[src/rtl/regfile_param.sv]
// regfile_param: parametrised register file with RA write path, write-first registered read, inc/dec port and sticky address error
module regfile_param #(
    parameter int WIDTH = 16,
    parameter int DEPTH = 9,
    parameter int AW    = 4
) (
    input  logic             clk,
    input  logic             reset,
    input  logic             rd_en,
    input  logic [AW-1:0]    rd_addr,
    output logic [WIDTH-1:0] rd_data,
    output logic             rd_valid,
    input  logic             wr_en,
    input  logic [AW-1:0]    wr_addr,
    input  logic [WIDTH-1:0] wr_data,
    input  logic             ra_we,
    input  logic [WIDTH-1:0] ra_din,
    output logic [WIDTH-1:0] ra_dout,
    input  logic             inc_en,
    input  logic [AW-1:0]    inc_addr,
    input  logic             inc_dn,
    output logic             addr_err
);
    localparam logic [AW:0]    DEPTH_L = DEPTH[AW:0];
    localparam logic [WIDTH-1:0] ONE   = 1;

    logic [WIDTH-1:0] regs [DEPTH];
    logic [WIDTH-1:0] nxt  [DEPTH];
    logic [WIDTH-1:0] rd_next;
    logic             wsel, isel;
    logic             wr_oor, inc_oor, rd_oor;

    assign wr_oor  = wr_en  && ({1'b0, wr_addr}  >= DEPTH_L);
    assign inc_oor = inc_en && ({1'b0, inc_addr} >= DEPTH_L);
    assign rd_oor  = rd_en  && ({1'b0, rd_addr}  >= DEPTH_L);
    assign ra_dout = regs[0];

    // Per-register next value; RA port only exists on index 0
    always_comb begin
        wsel = 1'b0;
        isel = 1'b0;
        for (int i = 0; i < DEPTH; i++) begin
            wsel   = wr_en  && (wr_addr  == AW'(i));
            isel   = inc_en && (inc_addr == AW'(i));
            nxt[i] = (i == 0 && ra_we) ? ra_din :
                     wsel ? wr_data :
                     isel ? (inc_dn ? regs[i] - ONE : regs[i] + ONE) : regs[i];
        end
    end

    // Reads see this edge's update; unmatched (out-of-range) index yields 0
    always_comb begin
        rd_next = '0;
        for (int i = 0; i < DEPTH; i++)
            if (rd_addr == AW'(i)) rd_next = nxt[i];
    end

    always_ff @(posedge clk) begin
        if (reset) begin
            for (int i = 0; i < DEPTH; i++) regs[i] <= '0;
            rd_data  <= '0;
            rd_valid <= 1'b0;
            addr_err <= 1'b0;
        end else begin
            for (int i = 0; i < DEPTH; i++) regs[i] <= nxt[i];
            rd_data  <= rd_en ? rd_next : rd_data;
            rd_valid <= rd_en;
            addr_err <= addr_err | wr_oor | inc_oor | rd_oor;
        end
    end
endmodule

[config.mk]
export PLATFORM = sky130hd
export DESIGN_NAME = regfile_param
export DESIGN_NICKNAME = d
export VERILOG_FILES = /design/src/rtl/regfile_param.sv
export SDC_FILE = /design/constraint.sdc
export NUM_CORES = 1
export LEC_CHECK = 0
export ABC_AREA = 1
export CAP_MARGIN = 20
export CORE_UTILIZATION = 45
export CTS_CLUSTER_DIAMETER = 150
export CTS_CLUSTER_SIZE = 20
export DETAILED_ROUTE_END_ITERATION = 8
export GPL_ROUTABILITY_DRIVEN = 0
export PLACE_DENSITY_LB_ADDON = 0.25
export SLEW_MARGIN = 5
export SYNTH_ARGS = -nofsm -noshare
export SYNTH_HDL_FRONTEND = slang
export SYNTH_SLANG_ARGS = --single-unit
[constraint.sdc]
create_clock -name clk -period 2.8 [get_ports clk]
set_clock_uncertainty 0.1 [all_clocks]
set_input_delay 0.56 -clock clk [delete_from_list [all_inputs] [get_ports clk]]
set_output_delay 0.56 -clock clk [all_outputs]
set_load 0.02 [all_outputs]
==> impl_metrics.json <==
{
  "holdCritPathClass": "flip-flop to flip-flop",
  "antennaDiodeCount": 0,
  "port_buffers": 84,
  "rsz0062_at_grt": "yes",
  "ys_ff_latch": 162,
  "fmax_ghz": 0.3465,
  "ir_worst_vdd_mv": 0.4942,
  "track_usage_pct": 34.86,
  "wl_per_cell_um": 17.28,
  "grt_pass1_wl_um": 98370,
  "io-pin-count": 85,
  "synth_top_area_share_pct": 20.52,
  "outcome": "complete, but fails checks",
  "drc": 0,
  "final_util_pct": 65.04,
  "ys_top_cells_by_count": "nand2_1, nor2_1, inv_1",
  "dp_hpwl_um": 48360,
  "hold_buffers": 0,
  "synth.area.top_cells": "dfxtp_1, nand2_1, ha_1, nor2_1, a21oi_1",
  "cp_num_buf_inv": 8,
  "synth_edf_count": 0,
  "critPathMaxFanout": 8,
  "crit_chain": "clkdlybuf4s50_1, nor2_2, nand3_1, buf_4, buf_4, inv_1, buf_6, buf_4, o21ai_0, inv_1, nand2_1, nand2_1, nand3_2, nand3_4, nor2_4, buf_4, nand3_1, nand2_1, nand3_1, nand2_1, a21oi_1",
  "clk_pin_slew_ns": 0.07,
  "final.fill_count": 3065,
  "grt_overflow": 0,
  "die-area_um2": 35880,
  "netlist_area_um2": 15810,
  "powerDensity_nw_per_um2": 334.3,
  "setup_ws_ns": -0.08623,
  "hold_viol_final": 0,
  "antenna_left": 0,
  "grt_antenna_before_repair": 0,
  "syn-mean-instance-area_um2": 5.902,
  "critical_path.top_delay_family": "buffers and inverters",
  "cpMaxStageDelayCell": "clkdlybuf4s50_1",
  "cpPeakStageDelay_ns": 0.49,
  "core_um2": 34540,
  "num_vias": 20317,
  "die_width_um": 189.4,
  "worst_pin_slew_ns": 0.8579,
  "synth_flop_cell": "dfxtp_1",
  "rows": 68,
  "yosysMostFrequentCell": "nand2_1",
  "placed_cells": 3628,
  "drtPass1Iterations": 6,
  "slew_viol_final": 0,
  "nets": 3394,
  "ys_async_sr_fraction_pct": 0,
  "numCtsBuffers": 17,
  "cp.required_ns": 3.00,
  "drive_gt1_share_pct": 23.32,
  "cts_tree": "yes",
  "period_share_pct": 103.1,
  "synth_cell_types": 52,
  "grt_pass1_vias": 19123,
  "clkSinkCount": 162,
  "setup-violations-final": 2,
  "violations": "setup timing",
  "synth_warnings": 0,
  "period_needed_ns": 2.886,
  "initial_core_util_pct": 45.76,
  "viasPerCell": 5.527,
  "syn-num-nets": 2864,
  "syn-instance-count": 2678,
  "syn_to_final_growth_pct": 42.13,
  "critPathCaptureType": "flip-flop",
  "relSlewSlack_pct": 42.20,
  "fin_cells": 3676,
  "arrival_ns": 3.09,
  "grt_max_degree": 54,
  "clk_latency_ns": 0.47,
  "cts.path.max_buffers": 2,
  "yosysTopAreaCell": "dfxtp_1",
  "cap_violations": 0,
  "routed_wl_um": 63520,
  "seq_area_frac_synth_pct": 20.52,
  "cts-root-buf": "clkbuf_16",
  "leakage_nw": 11.09,
  "die_y_um": 189.4,
  "critical_path_class": "input port to flip-flop",
  "drt_iter0_markers": 1935,
  "p_total_mw": 7.510,
  "startpoint_type": "input port",
  "htreeDepth": 4
}
-- cell families after synthesis --
logic type | Yosys count | share of synthesized area [%]
DFF | 162 | 20.52
xor gates and xnor gates | 64 | 3.546
AOI/OAI and AO/OA | 560 | 18.94
and+or+nand+nor | 1327 | 34.99
adders and majority gates | 135 | 11.11
buffers and inverters | 430 | 10.89
-- worst paths after layout --
path	cells past startpoint	slack (ns)	start	to
setup / recovery	21	-0.09	inc_addr[1]	rd_data[14]
hold reg to reg	2	0.37	rd_data[13]	rd_data[13]
setup reg to reg	20	0.03	regs[0][49]	rd_data[14]
hold / removal	2	0.37	rd_data[13]	rd_data[13]
-- state kept, by name, summed over array words and instances (netlist names) --
signal    flops
addr_err      1
rd_data      16
rd_valid      1
regs        144
-- area by class of cell --
class	instances	area, um^2	area share (%)
clock buffers	19	442.9	1.972
flip-flops and latches	162	3243	14.44
clock inverters	13	158.9	0.7073
well taps	455	569.3	2.534
repair buffers	605	5112	22.76
inverters	336	1267	5.642
multi-input cells	2086	11670	51.95
-- worst reg2reg max path, stage by stage, from the launching register on --
cell and delay (ns):
dfxtp_1 0.39, inv_1 0.09, fa_2 0.42, inv_1 0.08, nand3_1 0.08, nand2_2 0.10, nand2_1 0.06, nand2_1 0.11
nand3_1 0.11, nand3_1 0.10, nand3_1 0.10, nand2_1 0.10, a21oi_1 0.06, buf_4 0.14, nor2_4 0.08, buf_4 0.13
nand3_1 0.07, nand2_1 0.10, nand3_1 0.07, nand2_1 0.07, a21oi_1 0.06
-- per-layer routing --
layer / global-route usage [%] / share of wire (%) / vias to the layer above / wire (um)
met3: 5.802 / 8.0 / 267 / 5104
li1: - / - / 9813 / -
met4: 24.44 / 7.7 / 0 / 4868
met1: 42.39 / 39 / 9297 / 24840
met2: 55.95 / 45 / 940 / 28700
met5: 0 / 0 / - / 0
-- where the power goes --
group / internal [mW] / switching (mW)
sequential: 2.39 / 0.0824
combinational: 1.15 / 1.35
clock: 1.37 / 1.17
-- stage by stage --
stage / TNS [ns] / hold WS (ns) / area, um^2 / worst slack (ns)
after floorplan: -0.04260 / 0.4444 / 15830 / -0.02987
after global placement: -12.56 / 0.3546 / 20770 / -0.7299
after detailed placement: -15.24 / 0.3593 / 20770 / -0.7892
after CTS: -0.02914 / 0.3764 / 21860 / -0.01532
after global routing: -1.223 / 0.3887 / 22470 / -0.1654
final: -0.1205 / 0.3734 / 22470 / -0.08623
-- what timing repair did --
action,in CTS,in global routing
pin swaps,14,38
cloned,2,1
setup buffers,4,9
resized for setup,75,122
endpoints found under the setup margin,11,22
-- layout by cell type, fill, tap and decap left out, drive strengths merged, types with 2 or more instances in the layout --
cell           Yosys  layout
o211ai            17      17
fa                 9       9
and3               3       3
dfxtp            162     162
a21boi             5       5
a31oi              7       7
clkinvlp           0       3
and2               3       3
xnor2             17      17
nor4               2       2
nor2             380     380
nand3            176     176
nand3b             4       4
a211oi             3       3
nor3              30      30
a21oi            249     249
or2               28      28
clkbuf            50      20
nand4             40      40
buf               44     521
bufinv             0       2
ha               126     126
a2bb2oi            2       2
o21bai            15      15
o21ai            233     233
o22ai              7       7
clkdlybuf4s50      0      81
xor2              47      47
o21a              12      12
clkinv             4       4
nand2            661     661
inv              332     340
a21o               5       5
Note: power is estimated with default switching activity, not from simulation.
